**src/rtl/gpio_ext_if.sv**
```systemverilog
// Register-bus bundle for gpio_ext: one-cycle request pulse, response strobe one cycle later.
interface gpio_ext_if;
    logic        bus_req;
    logic        bus_we;
    logic [11:0] bus_addr;
    logic [31:0] bus_wdata;
    logic [31:0] bus_rdata;
    logic        bus_rvalid;

    modport master (
        output bus_req, bus_we, bus_addr, bus_wdata,
        input  bus_rdata, bus_rvalid
    );

    modport slave (
        input  bus_req, bus_we, bus_addr, bus_wdata,
        output bus_rdata, bus_rvalid
    );
endinterface

```
**src/rtl/gpio_ext.sv**
```systemverilog
// Parametrised GPIO controller: synchronised inputs, set/clear output access, edge interrupts.
// Define GPIO_DEBOUNCE_EN to build the prescaled input debounce filter and its DBR register.
module gpio_ext #(
    parameter int WIDTH       = 32,
    parameter int SYNC_STAGES = 2
) (
    input  logic             clk,
    input  logic             rst,
    gpio_ext_if.slave        bus,
    input  logic [WIDTH-1:0] gpio_in,
    output logic [WIDTH-1:0] gpio_out,
    output logic [WIDTH-1:0] gpio_oe,
    output logic             irq
);

    localparam logic [11:0] ADDR_CR   = 12'h000;
    localparam logic [11:0] ADDR_SR   = 12'h004;
    localparam logic [11:0] ADDR_ODR  = 12'h008;
    localparam logic [11:0] ADDR_IDR  = 12'h00c;
    localparam logic [11:0] ADDR_IER  = 12'h010;
    localparam logic [11:0] ADDR_ISR  = 12'h014;
    localparam logic [11:0] ADDR_RIER = 12'h018;
    localparam logic [11:0] ADDR_FIER = 12'h01c;
    localparam logic [11:0] ADDR_OENR = 12'h020;
    localparam logic [11:0] ADDR_BSR  = 12'h024;
    localparam logic [11:0] ADDR_BCR  = 12'h028;
    localparam logic [11:0] ADDR_DBR  = 12'h02c;

    logic                                r_cr;
    logic [WIDTH-1:0]                    r_odr;
    logic [WIDTH-1:0]                    r_oenr;
    logic [WIDTH-1:0]                    r_ier;
    logic [WIDTH-1:0]                    r_isr;
    logic [WIDTH-1:0]                    r_rier;
    logic [WIDTH-1:0]                    r_fier;
    logic [WIDTH-1:0]                    r_idr;
    logic [WIDTH-1:0]                    r_idr_d;
    logic                                r_primed;
    logic                                r_irq;
    logic                                r_rvalid;
    logic [31:0]                         r_rdata;
    logic [SYNC_STAGES-1:0][WIDTH-1:0]   r_sync;

    logic             w_wr;
    logic             w_rd;
    logic [WIDTH-1:0] w_wd;
    logic [WIDTH-1:0] w_sync;
    logic [WIDTH-1:0] w_filt;
    logic [WIDTH-1:0] w_rise;
    logic [WIDTH-1:0] w_fall;
    logic [WIDTH-1:0] w_qedge;
    logic [WIDTH-1:0] w_w1c;
    logic             w_sr;
    logic [31:0]      w_dbr_rd;
    logic [31:0]      w_rdata;

    assign w_wr   = bus.bus_req & bus.bus_we;
    assign w_rd   = bus.bus_req & ~bus.bus_we;
    assign w_wd   = bus.bus_wdata[WIDTH-1:0];
    assign w_sync = r_sync[SYNC_STAGES-1];

    // Pad inputs are asynchronous; entry 0 is the first metastability flop.
    always_ff @(posedge clk or posedge rst) begin
        if (rst) begin
            r_sync <= '0;
        end else begin
            r_sync <= {r_sync[SYNC_STAGES-2:0], gpio_in};
        end
    end

`ifdef GPIO_DEBOUNCE_EN
    logic [15:0]      r_dbr;
    logic [15:0]      r_presc;
    logic [WIDTH-1:0] r_samp;
    logic             w_tick;
    logic             w_bypass;
    logic             w_wr_dbr;

    assign w_wr_dbr = w_wr && (bus.bus_addr == ADDR_DBR);
    assign w_tick   = (r_presc == 16'd0);
    assign w_bypass = (r_dbr == 16'd0);
    assign w_dbr_rd = {16'd0, r_dbr};

    always_ff @(posedge clk or posedge rst) begin
        if (rst) begin
            r_dbr   <= '0;
            r_presc <= '0;
            r_samp  <= '0;
        end else begin
            if (w_wr_dbr) begin
                r_dbr   <= bus.bus_wdata[15:0];
                r_presc <= bus.bus_wdata[15:0];
            end else if (w_tick) begin
                r_presc <= r_dbr;
            end else begin
                r_presc <= r_presc - 16'd1;
            end
            if (w_tick) begin
                r_samp <= w_sync;
            end
        end
    end

    // IDR itself holds the filtered level; it only moves when two tick samples agree.
    genvar gi;
    generate
        for (gi = 0; gi < WIDTH; gi++) begin : g_filt
            assign w_filt[gi] = w_bypass ? w_sync[gi] :
                                (w_tick && (w_sync[gi] == r_samp[gi])) ? w_sync[gi] : r_idr[gi];
        end
    endgenerate
`else
    assign w_filt   = w_sync;
    assign w_dbr_rd = '0;
`endif

    assign w_rise  = r_idr & ~r_idr_d;
    assign w_fall  = ~r_idr & r_idr_d;
    assign w_qedge = r_primed ? ((w_rise & r_rier) | (w_fall & r_fier)) : '0;
    assign w_w1c   = (w_wr && (bus.bus_addr == ADDR_ISR)) ? w_wd : '0;
    assign w_sr    = |(r_isr & r_ier);

    always_ff @(posedge clk or posedge rst) begin
        if (rst) begin
            r_idr    <= '0;
            r_idr_d  <= '0;
            r_primed <= 1'b0;
        end else begin
            r_idr    <= w_filt;
            r_idr_d  <= r_idr;
            r_primed <= 1'b1;
        end
    end

    // A new qualified edge is ORed in after the clear, so it wins over a same-cycle W1C.
    always_ff @(posedge clk or posedge rst) begin
        if (rst) begin
            r_cr   <= 1'b0;
            r_odr  <= '0;
            r_oenr <= '0;
            r_ier  <= '0;
            r_isr  <= '0;
            r_rier <= '0;
            r_fier <= '0;
            r_irq  <= 1'b0;
        end else begin
            r_isr <= (r_isr & ~w_w1c) | w_qedge;
            r_irq <= r_cr & w_sr;
            if (w_wr) begin
                case (bus.bus_addr)
                    ADDR_CR:   r_cr   <= bus.bus_wdata[0];
                    ADDR_ODR:  r_odr  <= w_wd;
                    ADDR_BSR:  r_odr  <= r_odr | w_wd;
                    ADDR_BCR:  r_odr  <= r_odr & ~w_wd;
                    ADDR_IER:  r_ier  <= w_wd;
                    ADDR_RIER: r_rier <= w_wd;
                    ADDR_FIER: r_fier <= w_wd;
                    ADDR_OENR: r_oenr <= w_wd;
                    default: ;
                endcase
            end
        end
    end

    always_comb begin
        w_rdata = '0;
        case (bus.bus_addr)
            ADDR_CR:   w_rdata[0]         = r_cr;
            ADDR_SR:   w_rdata[0]         = w_sr;
            ADDR_ODR:  w_rdata[WIDTH-1:0] = r_odr;
            ADDR_IDR:  w_rdata[WIDTH-1:0] = r_idr;
            ADDR_IER:  w_rdata[WIDTH-1:0] = r_ier;
            ADDR_ISR:  w_rdata[WIDTH-1:0] = r_isr;
            ADDR_RIER: w_rdata[WIDTH-1:0] = r_rier;
            ADDR_FIER: w_rdata[WIDTH-1:0] = r_fier;
            ADDR_OENR: w_rdata[WIDTH-1:0] = r_oenr;
            ADDR_DBR:  w_rdata            = w_dbr_rd;
            default:   w_rdata            = '0;
        endcase
    end

    always_ff @(posedge clk or posedge rst) begin
        if (rst) begin
            r_rvalid <= 1'b0;
            r_rdata  <= '0;
        end else begin
            r_rvalid <= bus.bus_req;
            r_rdata  <= w_rd ? w_rdata : '0;
        end
    end

    assign bus.bus_rvalid = r_rvalid;
    assign bus.bus_rdata  = r_rdata;
    assign gpio_out       = r_odr;
    assign gpio_oe        = r_oenr;
    assign irq            = r_irq;

endmodule

```
**src/flat_wrapper.sv**
```systemverilog
// flat-port wrapper written by rule: the top's interface ports become plain ports
module gpio_ext_flat 
#(
    parameter int WIDTH       = 32,
    parameter int SYNC_STAGES = 2
)
  (clk, rst, gpio_in, gpio_out, gpio_oe, irq, bus_bus_req, bus_bus_we, bus_bus_addr, bus_bus_wdata, bus_bus_rdata, bus_bus_rvalid);
  gpio_ext_if bus_i ();
  input  logic clk;
  input  logic rst;
  input  logic [WIDTH-1:0] gpio_in;
  output logic [WIDTH-1:0] gpio_out;
  output logic [WIDTH-1:0] gpio_oe;
  output logic irq;
  input wire logic [$bits(bus_i.bus_req)-1:0] bus_bus_req;
  input wire logic [$bits(bus_i.bus_we)-1:0] bus_bus_we;
  input wire logic [$bits(bus_i.bus_addr)-1:0] bus_bus_addr;
  input wire logic [$bits(bus_i.bus_wdata)-1:0] bus_bus_wdata;
  output wire logic [$bits(bus_i.bus_rdata)-1:0] bus_bus_rdata;
  output wire logic [$bits(bus_i.bus_rvalid)-1:0] bus_bus_rvalid;
  assign bus_i.bus_req = bus_bus_req;
  assign bus_i.bus_we = bus_bus_we;
  assign bus_i.bus_addr = bus_bus_addr;
  assign bus_i.bus_wdata = bus_bus_wdata;
  assign bus_bus_rdata = bus_i.bus_rdata;
  assign bus_bus_rvalid = bus_i.bus_rvalid;
  gpio_ext #(.WIDTH(WIDTH), .SYNC_STAGES(SYNC_STAGES)) u_core (.clk(clk), .rst(rst), .bus(bus_i), .gpio_in(gpio_in), .gpio_out(gpio_out), .gpio_oe(gpio_oe), .irq(irq));
endmodule
```
**config.mk**
```make
export PLATFORM = sky130hd
export DESIGN_NAME = gpio_ext_flat
export DESIGN_NICKNAME = d
export VERILOG_FILES = /design/src/rtl/gpio_ext_if.sv /design/src/rtl/gpio_ext.sv /design/src/flat_wrapper.sv
export SDC_FILE = /design/constraint.sdc
export NUM_CORES = 1
export LEC_CHECK = 0
export BUFFER_PORTS_ARGS = -buffer_cell sky130_fd_sc_hd__buf_2
export CORE_MARGIN = 3
export CORE_UTILIZATION = 52
export DETAILED_ROUTE_END_ITERATION = 10
export PLACE_DENSITY = 0.82
export SKIP_LAST_GASP = 1
export SYNTH_ARGS = -nofsm -noshare
export SYNTH_HDL_FRONTEND = slang
export SYNTH_SLANG_ARGS = --single-unit
export TNS_END_PERCENT = 1
```
**constraint.sdc**
```tcl
create_clock -name clk -period 21.1 [get_ports clk]
set_clock_uncertainty 0.2 [all_clocks]
set_input_delay 2.11 -clock clk [delete_from_list [all_inputs] [get_ports clk]]
set_output_delay 2.11 -clock clk [all_outputs]
set_load 0.05 [all_outputs]
```
==> results of run 1 <==
-- synth_stat cells, drive strengths merged --
| cell | count |
|---|---|
| nand2 | 114 |
| nand3 | 3 |
| or4b | 1 |
| dfrtp | 356 |
| o21a | 1 |
| nand2b | 1 |
| and3 | 6 |
| buf | 31 |
| o31a | 1 |
| nor3 | 7 |
| nand3b | 43 |
| nor4b | 1 |
| a31oi | 5 |
| a222oi | 16 |
| o21bai | 1 |
| nand4b | 1 |
| nor3b | 2 |
| nand4 | 6 |
| conb | 1 |
| mux2 | 165 |
| a21oi | 28 |
| nor2b | 5 |
| inv | 1 |
| o21ai | 69 |
| o22ai | 1 |
| a22o | 69 |
| nor2 | 7 |
| clkbuf | 28 |
| mux4 | 11 |
| and2 | 3 |
| a221oi | 1 |
| nor4 | 4 |
| a22oi | 31 |
| a32oi | 5 |
| mux2i | 15 |
-- worst max path at each step --
| stage | start | to | slack (ps) | depth (start not counted) |
|---|---|---|---|---|
| 3_3_place_gp | bus_bus_addr[4] | u_core.r_rier[13] | 14930 | 7 |
| 4_1_cts | bus_bus_addr[4] | u_core.r_fier[7] | 15370 | 7 |
| 2_1_floorplan | rst | u_core.bus.bus_rdata[0] | 8910 | 1 |
| 3_5_place_dp | bus_bus_addr[4] | u_core.r_rier[6] | 14860 | 7 |
| 5_1_grt | bus_bus_addr[4] | u_core.r_rier[5] | 15250 | 7 |
| 6_report | bus_bus_addr[4] | u_core.r_fier[14] | 15260 | 7 |
-- cells by family (layout without fill, tap and decap cells) --
kind of cell / count (synthesis) / in the layout / share of synthesized area (%)
other cells: 1 / 2 / 0.0264
buf+inv: 60 / 260 / 2.38
mux: 191 / 191 / 15.9
flops: 356 / 356 / 62.7
compound gates: 228 / 228 / 11.3
simple gates: 204 / 204 / 7.75
-- cells in the final DEF, fill, tap and decap left out, types with 6 or more instances in the layout --
| master | n |
|---|---|
| nand4_1 | 6 |
| buf_4 | 17 |
| a21oi_1 | 28 |
| and3_1 | 6 |
| buf_2 | 177 |
| mux2i_1 | 15 |
| dfrtp_1 | 356 |
| mux4_2 | 11 |
| mux2_2 | 152 |
| nor3_1 | 6 |
| mux2_1 | 13 |
| nand2_1 | 112 |
| a22o_1 | 69 |
| clkbuf_1 | 15 |
| clkbuf_16 | 37 |
| nand3b_1 | 43 |
| a222oi_1 | 16 |
| a22oi_1 | 31 |
| o21ai_0 | 69 |
-- per-layer routing --
metal / share of wire (%) / global-route usage, % / wire length [um] / up-vias
li1: - / - / - / 4181
met1: 40 / 35.0 / 15100 / 4999
met2: 46 / 40.5 / 17500 / 534
met3: 9.6 / 6.14 / 3630 / 97
met4: 3.8 / 9.73 / 1420 / 0
met5: 0 / 0 / 0 / -
-- area by class of cell --
type,instances,share of cell area [%]
clock buffers,57,6.39
clock inverters,8,0.441
flip-flops and latches,356,54.2
multi-input cells,624,30.2
repair buffers,194,6.16
diodes,1,0.0152
inverters,1,0.0685
well taps,335,2.55
-- per-stage QoR --
| stage | instances | hold WS (ps) |
|---|---|---|
| 2_1_floorplan | 1040 | 131 |
| 3_3_place_gp | 1510 | 132 |
| 3_5_place_dp | 1510 | 135 |
| 4_1_cts | 1575 | 146 |
| 5_1_grt | 1575 | 150 |
| 6_report | 1576 | 145 |
-- flip-flops by register name (all words and copies together) (netlist names), 32 cells and up --
name and count:
u_core.w_filt 32, u_core.r_sync 32, u_core.r_rier 32, u_core.gpio_out 32, u_core.r_isr 32, u_core.gpio_oe 32
u_core.bus.bus_rdata 32, u_core.r_fier 32, u_core.r_idr_d 32, u_core.r_idr 32, u_core.r_ier 32
-- power groups by stage --
stage | clock [mW] | combinational (mW) | sequential (mW)
after floorplan | 0 | 0.0262 | 0.718
after global placement | 0 | 0.0502 | 0.718
after detailed placement | 0 | 0.0508 | 0.719
after CTS | 0.616 | 0.0511 | 0.707
after global routing | 0.648 | 0.0554 | 0.708
final | 0.609 | 0.0507 | 0.707
==> run summary, run 1 <==
vias in the first global route = 10300
area occupied by registers = 8910 um2
Crit path max-delay family = simple AND/OR/NAND/NOR gates
Die Ht = 171 um
final core occ = 62.2%
synthesized cell area = 14200 um2
largest net degree at the start of global routing = 117
WL/cell = 23.9 um
hold wc startpoint = u_core.w_filt[2]
num rows = 59
Net count, final = 1294
Ys Warns = 0
Worst R2R Setup Slack = 19120 ps
IO Pins = 178
Lkg Pwr = 7.85 nW
area leader, netlist = dfrtp_1
maximum vdd drop = 0.0576 mV
Worst Hold Path Cells = 0
RSZ-0062 raised after global routing = false
Max Cap Violations = 0
clock slew seen by the registers of the worst setup and hold paths = 60 ps
router iterations before antenna repair = 6
CTS tree = built
Syn Inst Count = 1040
WL final = 37.7 mm
postcts setup bufs = 0
Slew Limit Fails = 0
Setup TNS = 0 ps
P&R area growth vs syn = 15.8%
Max stage delay on crit path = 950 ps
setup ws final = 15260 ps
Die ar. = 29300 um2
vias per cell = 6.23
multi-input logic area = 4970 um2
Power Total = 1.37 mW
Reg2Reg Capture Point = u_core.bus.bus_rdata[0]
CTS Buf Count = 37
worst path bufs/invs = 2
Net Count, Synth = 1120
Rel. slew slack = 17.8%
worst slack, placed = 14860 ps
Max Fclk = 171 MHz
nature of the critical path endpoint = register
Switching Fraction = 21.8%
Yosys top cell area share = 62.7%
fill cell count = 1996
endpoints failing setup = 0
reg2reg start = u_core.r_ier[30]
CTS Hold Bufs = 0
total number of vias = 9811
Data arrival, critical path = 6040 ps
DR iter-0 viols = 1187
gpl congestion = 0.902
Sw Pwr = 299 uW
WHS Endpoint = u_core.r_idr[2]
Power Density = 83.1 nW/um2
die width = 171 um
DRT antenna net count = 0
total track usage = 25.6%
Worst Path Required = 21290 ps
slew of the pin with the lowest slew margin = 1230 ps
Synth Register Bits = 356
PostCTS Resize Cnt = 0
largest cells by area after synthesis = dfrtp_1 (63%), mux2_2 (12%), a22o_1 (4.3%), nand2_1 (3.0%), o21ai_0 (2.4%)
antenna violations before repair = 0
final period utilization = 27.7%
CP max stage cell = nor2_4
combinational power share = 3.7%
CORE AREA = 26400 um2
dpl cell area = 15300 um2
first-pass GRT wire length = 58.3 mm
Int Pwr = 1.07 mW
share of cells above drive strength 1 = 34.0%
# clock sinks = 356
worst skew pair latency = 520 ps
critical-path cell list = buf_2, nor2b_1, and3_1, buf_4, nand2_2, nor2_4, mux2_2
final instance area = 16400 um2
Initial Utilization = 53.8%
worst-path fanout max = 32
H-Tree Depth = 2
Seq/Total Area, Yosys = 62.7%
IO Port Bufs = 177
clock share of power = 44.6%
synthesized area per cell = 13.7 um2
clock buffer depth = 3
Period minus WS final = 5840 ps
gr ovfl total = 0
cell count of the worst reg-to-reg path = 4
hpwl dp = 23.6 mm
Hold Crit Class = register to register
status = finished, final reports clean
root buffer cell = clkbuf_16
crit path kind = input port to register
Netlist cell types = 46
DRC viols = 0
final hold vios = 0
crit start category = input port
Seq pwr share = 51.7%
Power figures use the tool's default switching activity.
==> run 2, diff against run 1 <==
--- a/config.mk
+++ b/config.mk
@@ -5,6 +5,7 @@
 export SDC_FILE = /design/constraint.sdc
 export NUM_CORES = 1
 export LEC_CHECK = 0
+export ABC_AREA = 1
 export BUFFER_PORTS_ARGS = -buffer_cell sky130_fd_sc_hd__buf_2
 export CORE_MARGIN = 3
 export CORE_UTILIZATION = 52
==> constraint.sdc (replaced) <==
create_clock -name clk -period 5.7 [get_ports clk]
set_clock_uncertainty 0.2 [all_clocks]
set_input_delay 0.57 -clock clk [delete_from_list [all_inputs] [get_ports clk]]
set_output_delay 0.57 -clock clk [all_outputs]
set_load 0.05 [all_outputs]
==> run summary, run 2 <==
status = finished, final reports clean
Die Ht = 174 um (+1.5%)
nature of the critical path endpoint = register
largest net degree at the start of global routing = 183 (+56%)
Syn Inst Count = 1640 (+58%)
Setup TNS = 0 ps (unchanged)
Max Cap Violations = 0 (unchanged)
gr ovfl total = 0 (unchanged)
synthesized area per cell = 8.93 um2 (-35%)
Ys Warns = 0 (unchanged)
Seq/Total Area, Yosys = 60.8% (-1.9 points)
final hold vios = 0 (unchanged)
Power Density = 304 nW/um2 (+270%)
Slew Limit Fails = 0 (unchanged)
endpoints failing setup = 0 (unchanged)
Hold Crit Class = input port to async pin
clock buffer depth = 3 (unchanged)
maximum vdd drop = 0.200 mV (+250%)
GR Util met2 = 42.9% (+2.5 points)
vias in the first global route = 12800 (+24%)
worst path bufs/invs = 2 (unchanged)
DRT antenna net count = 0 (unchanged)
Placed Instances = 2125 (+41%)
Reg2Reg Capture Point = u_core.bus.bus_rdata[0]
critical-path cell list = buf_2, nor2_1, nand2_2, nor2_4, nand2_4, inv_2, nand2_2, o21ai_1
commonest cells after routing, fill and taps aside = nand2_1 (542), dfrtp_1 (356), buf_2 (177)
worst skew pair latency = 520 ps (about the same)
CTS Buf Count = 38 (+2.7%)
final instance area = 17300 um2 (+5.0%)
IO Pins = 178 (unchanged)
share of cells above drive strength 1 = 15.4% (-19 points)
slew of the pin with the lowest slew margin = 1210 ps (-16.7 ps)
root buffer cell = clkbuf_16
# clock sinks = 356 (unchanged)
antenna violations before repair = 1 (+1)
Yosys top cell area share = 60.8% (-1.9 points)
H-Tree Depth = 2 (unchanged)
WL final = 41.6 mm (+10%)
ys async rst share = 100% (unchanged)
WL/cell = 18.7 um (-22%)
Lkg Pwr = 8.37 nW (+6.6%)
GR Util met1 = 35.5% (+0.54 points)
largest cells by area after synthesis = dfrtp_1 (61%), nand2_1 (14%), o21ai_1 (5.5%), nand3_1 (4.9%), o21ai_0 (3.2%)
worst-path fanout max = 64 (+100%)
total number of vias = 12700 (+30%)
most frequent cells after synthesis = nand2_1 (542), dfrtp_1 (356), o21ai_1 (162), nand3_1 (144), o21ai_0 (93)
Hold WS = 133 ps (-11.4 ps)
total track usage = 27.3% (+1.6 points)
Netlist cell types = 29 (-37%)
Worst R2R Setup Slack = 4040 ps (-15080 ps)
reg2reg start = u_core.r_ier[31]
Worst Path Required = 5900 ps (-15390 ps)
CORE AREA = 27300 um2 (+3.4%)
Max stage delay on crit path = 770 ps (-180 ps)
commonest non-fill, non-tap cell in the layout = nand2_1
Primary FF master, synth = dfrtp_1
setup ws final = 2310 ps (-12950 ps)
Crit path max-delay family = simple AND/OR/NAND/NOR gates
Net count, final = 1906 (+47%)
Data arrival, critical path = 3600 ps (-2440 ps)
DRC viols = 0 (unchanged)
DR iter-0 viols = 1274 (+7.3%)
Die ar. = 30200 um2 (+3.0%)
area leader, netlist = dfrtp_1
CTS tree = built
number of flops mapped to enable cells by yosys = 0 (unchanged)
most frequent CP cell = nand2_2
area occupied by registers = 8910 um2 (unchanged)
Initial Utilization = 53.6% (-0.16 points)
gpl congestion = 0.867 (-4.0%)
GRT Max-Usage Layer = met2
PostCTS Resize Cnt = 0 (unchanged)
hpwl dp = 25.0 mm (+5.9%)
cell count of the worst reg-to-reg path = 10 (+6)
synthesized cell area = 14700 um2 (+3.1%)
CP max stage cell = nand2_2
worst slack, placed = 1930 ps (-12940 ps)
die width = 174 um (+1.5%)
vias per cell = 5.73 (-8.0%)
RSZ-0062 raised after global routing = false
fill cell count = 2224 (+11%)
Synth Register Bits = 356 (unchanged)
crit start category = input port
num rows = 60 (+1.7%)
P&R area growth vs syn = 17.8%
GR Util met3 = 6.66% (+0.52 points)
crit path kind = input port to register
Net Count, Synth = 1720 (+54%)
Max Fclk = 295 MHz
IO Port Bufs = 177 (unchanged)
Non-Filler Instances = 2225 (+41%)
most common cell in the netlist = nand2_1
final period utilization = 59.5%
multi-input logic area = 5020 um2 (+0.93%)
first-pass GRT wire length = 66.2 mm (+14%)
Period minus WS final = 3390 ps
dpl cell area = 15700 um2 (+2.5%)
Rel. slew slack = 18.8% (+1.0 points)
router iterations before antenna repair = 6 (unchanged)
clock slew seen by the registers of the worst setup and hold paths = 60 ps (about the same)
[run 2: cell types whose count changed in the layout (fill, tap and decap cells not counted), moves of 43 or more]
cell | previous run | this run
nand3_1 | 2 | 144
o21ai_1 | 0 | 162
nor2_1 | 4 | 79
inv_1 | 0 | 73
a22o_1 | 69 | 0
nand3b_1 | 43 | 0
nand2_1 | 112 | 542
mux2_2 | 152 | 0
[run 2: how the worst max path moves through the flow]
stage                                         end  depth (start not counted)  slack, ps             start
after floorplan           u_core.bus.bus_rdata[0]                          1        160               rst
after global placement           u_core.r_fier[9]                          9       2100  bus_bus_addr[11]
after detailed placement        u_core.r_fier[21]                          9       1930  bus_bus_addr[11]
after CTS                       u_core.r_fier[15]                          8       2430  bus_bus_addr[11]
after global routing            u_core.r_fier[15]                          8       2160  bus_bus_addr[11]
final                           u_core.r_fier[15]                          8       2310  bus_bus_addr[11]
[run 2: tightest hold or removal path, stage by stage]
cell and delay (ps):
buf_2 110, clkinvlp_4 100, buf_12 610
[run 2: area by class of cell]
| class | instances | share of cell area, % |
|---|---|---|
| repair buffers | 218 | 7.54 |
| clock buffers | 57 | 6.70 |
| diodes | 1 | 0.0145 |
| flip-flops and latches | 356 | 51.6 |
| multi-input cells | 1124 | 29.1 |
| clock inverters | 9 | 0.442 |
| well taps | 372 | 2.70 |
| inverters | 88 | 1.96 |
[run 2: kinds of logic (layout without fill, tap and decap cells)]
kind of cell           count (synthesis)  in the layout  synth area share, %
AND/OR/NAND/NOR                      824            824                 23.8
flip-flops                           356            356                 60.8
AO/OA/AOI/OAI                        299            299                 10.4
buffers and inverters                160            372                 4.95
other                                  1              2               0.0256
[run 2: timing repair]
action	4_1_cts	5_1_grt
hold buffers	33	0
buffers inserted	0	0
endpoints found under the hold margin	33	0
[run 2: stage by stage]
| step | util, % | power, mW |
|---|---|---|
| floorplan | - | 2.75 |
| global placement | 57.5 | 2.83 |
| detailed placement | 57.5 | 2.84 |
| CTS | 63.2 | 5.26 |
| global route | 63.2 | 5.40 |
| finish | 63.2 | 5.24 |
[run 2: metal layers]
| layer | wire length, um | part of all wire, % | up-vias |
|---|---|---|---|
| met1 | 15900 | 38 | 6108 |
| met3 | 4480 | 11 | 146 |
| met4 | 1900 | 4.6 | 0 |
| met5 | 0 | 0 | - |
| li1 | - | - | 5730 |
| met2 | 19300 | 46 | 759 |
[run 2: where the power goes]
part | leakage [nW] | switching, mW | internal, mW | total [mW]
Sequential | 4.51 | 0.0338 | 2.58 | 2.61
Clock | 0.608 | 0.986 | 1.44 | 2.43
Combinational | 3.25 | 0.140 | 0.0596 | 0.200
==> run 3, diff against run 2 <==
==> constraint.sdc (replaced) <==
create_clock -name clk -period 3.14 [get_ports clk]
set_clock_uncertainty 0.2 [all_clocks]
set_input_delay 0.314 -clock clk [delete_from_list [all_inputs] [get_ports clk]]
set_output_delay 0.314 -clock clk [all_outputs]
set_load 0.05 [all_outputs]
==> run summary, run 3 (synthesized netlist as in run 2, its figures left out) <==
Hold Crit Class = input port to register
status = finished, final reports clean
DRC viols = 0 (unchanged)
CP max stage cell = dlygate4sd3_1
vias per cell = 5.70 (-0.51%)
worst-path fanout max = 16 (-75%)
crit start category = input port
Hold WS = 36.8 ps (-96.7 ps)
CTS tree = built
worst skew pair latency = 520 ps (about the same)
nature of the critical path endpoint = register
P&R area growth vs syn = 21.5%
ANT cells = 0 (-1)
gpl congestion = 0.909 (+4.9%)
Net count, final = 1966 (+3.1%)
Setup TNS = 0 ps (unchanged)
cell count of the worst reg-to-reg path = 3 (-7)
Lkg Pwr = 8.62 nW (+3.1%)
Max Fclk = 460 MHz
IO Port Bufs = 177 (unchanged)
hpwl dp = 26.8 mm (+7.3%)
Non-Filler Instances = 2277 (+2.3%)
DR iter-0 viols = 1489 (+17%)
Die Ht = 174 um (unchanged)
RSZ-0062 raised after global routing = false
clock slew seen by the registers of the worst setup and hold paths = 60 ps (about the same)
# clock sinks = 356 (unchanged)
Power Density = 527 nW/um2 (+74%)
num rows = 60 (unchanged)
Placed Instances = 2153 (+1.3%)
multi-input logic area = 5020 um2 (unchanged)
antenna violations before repair = 0 (-1)
Worst Path Required = 3370 ps (-2530 ps)
slew of the pin with the lowest slew margin = 1050 ps (-163 ps)
DRT antenna net count = 0 (unchanged)
Max Cap Violations = 0 (unchanged)
Period minus WS final = 2180 ps
crit path kind = input port to register
top sig layer = met4
Rel. slew slack = 30.0% (+11 points)
largest net degree at the start of global routing = 65 (-64%)
H-Tree Depth = 2 (unchanged)
WL/cell = 18.6 um (-0.40%)
Die ar. = 30200 um2 (unchanged)
commonest cells after routing, fill and taps aside = nand2_1 (542), dfrtp_1 (356), buf_2 (177)
maximum vdd drop = 0.478 mV (+140%)
fill cell count = 2126 (-4.4%)
area occupied by registers = 8910 um2 (unchanged)
Slew Limit Fails = 0 (unchanged)
final core occ = 65.2% (+2.0 points)
commonest non-fill, non-tap cell in the layout = nand2_1
root buffer cell = clkbuf_16
die width = 174 um (unchanged)
WL met1 = 16.4 mm (+3.1%)
share of cells above drive strength 1 = 16.2% (+0.83 points)
Max stage delay on crit path = 580 ps (-190 ps)
endpoints failing setup = 0 (unchanged)
IO Pins = 178 (unchanged)
final hold vios = 0 (unchanged)
vias in the first global route = 12900 (+0.96%)
met3 wire length = 4.30 mm (-4.0%)
Worst Hold Path Cells = 6
Data arrival, critical path = 2400 ps (-1200 ps)
clock buffer depth = 3 (unchanged)
final period utilization = 69.3%
router iterations before antenna repair = 8 (+2)
Met2 Wirelength = 19.8 mm (+2.9%)
Initial Utilization = 53.6% (unchanged)
CORE AREA = 27300 um2 (unchanged)
WL final = 42.4 mm (+1.9%)
gr ovfl total = 0 (unchanged)
CTS Buf Count = 37 (-2.6%)
critical-path cell list = dlygate4sd3_1, buf_2, nand2_1, clkinv_1, nand2_1, buf_4, o21ai_1, o21ai_1
total track usage = 27.8% (+0.53 points)
first-pass GRT wire length = 67.1 mm (+1.4%)
total number of vias = 13000 (+1.8%)
-- run 3: changes by cell type in the layout (fill, tap and decap cells not counted), moves of 2 or more --
| cell | previous run | this run |
|---|---|---|
| clkinv_2 | 7 | 3 |
| clkbuf_1 | 9 | 5 |
| clkbuf_16 | 41 | 37 |
| clkinvlp_4 | 2 | 4 |
| buf_12 | 2 | 8 |
| buf_4 | 6 | 28 |
| dlygate4sd3_1 | 33 | 66 |
| clkbuf_8 | 7 | 9 |
-- run 3: layer usage --
metal | up-vias | GRT usage (%)
met3 | 142 | 7.01
met5 | - | 0
met2 | 740 | 45.0
li1 | 5853 | -
met4 | 0 | 12.6
met1 | 6239 | 35.5
-- run 3: final cells by class --
cell class	instances	share of cell area, %
Multi-Input combinational cell	1124	28.2
Inverter	88	1.90
Clock inverter	7	0.520
Timing Repair Buffer	279	10.8
Clock buffer	51	6.00
Tap cell	372	2.61
Sequential cell	356	50.0
-- run 3: worst paths after layout --
| path | startpoint | end | slack, ps |
|---|---|---|---|
| max reg2reg | u_core.r_primed | u_core.r_isr[31] | 1270 |
| max in group asynchronous | rst | u_core.r_idr[30] | 1570 |
| max | bus_bus_req | u_core.r_isr[12] | 960 |
| min reg2reg | u_core.w_filt[24] | u_core.r_idr[24] | 140 |
| min in group asynchronous | rst | u_core.r_sync[6] | 330 |
| min | bus_bus_we | u_core.bus.bus_rdata[0] | 40 |
-- run 3: worst max-delay path, delay by kind of cell --
| family | cells | cell delay (ps) |
|---|---|---|
| AO/OA/AOI/OAI | 2 | 200 |
| buffers and inverters | 4 | 1350 |
| AND/OR/NAND/NOR | 2 | 530 |
-- run 3: what timing repair did --
action | in CTS | in global routing
resized for setup | 0 | 0
buffers inserted | 0 | 0
hold endpoints to repair | 160 | 0
hold buffers | 66 | 0
-- run 3: metrics by stage --
step / power, mW / cell area (um2) / worst slack (ps)
finish: 9.38 / 17800 / 964
global route: 9.67 / 17800 / 831
CTS: 9.42 / 17800 / 1010
detailed placement: 5.17 / 16000 / 480
global placement: 5.16 / 16000 / 639
floorplan: 5.00 / 14700 / -2140
-- run 3: power by group --
group	total (mW)	internal (mW)	leakage [nW]	switching, mW
clock network	4.22	2.52	0.563	1.70
logic	0.417	0.152	3.56	0.265
registers	4.74	4.68	4.51	0.0631
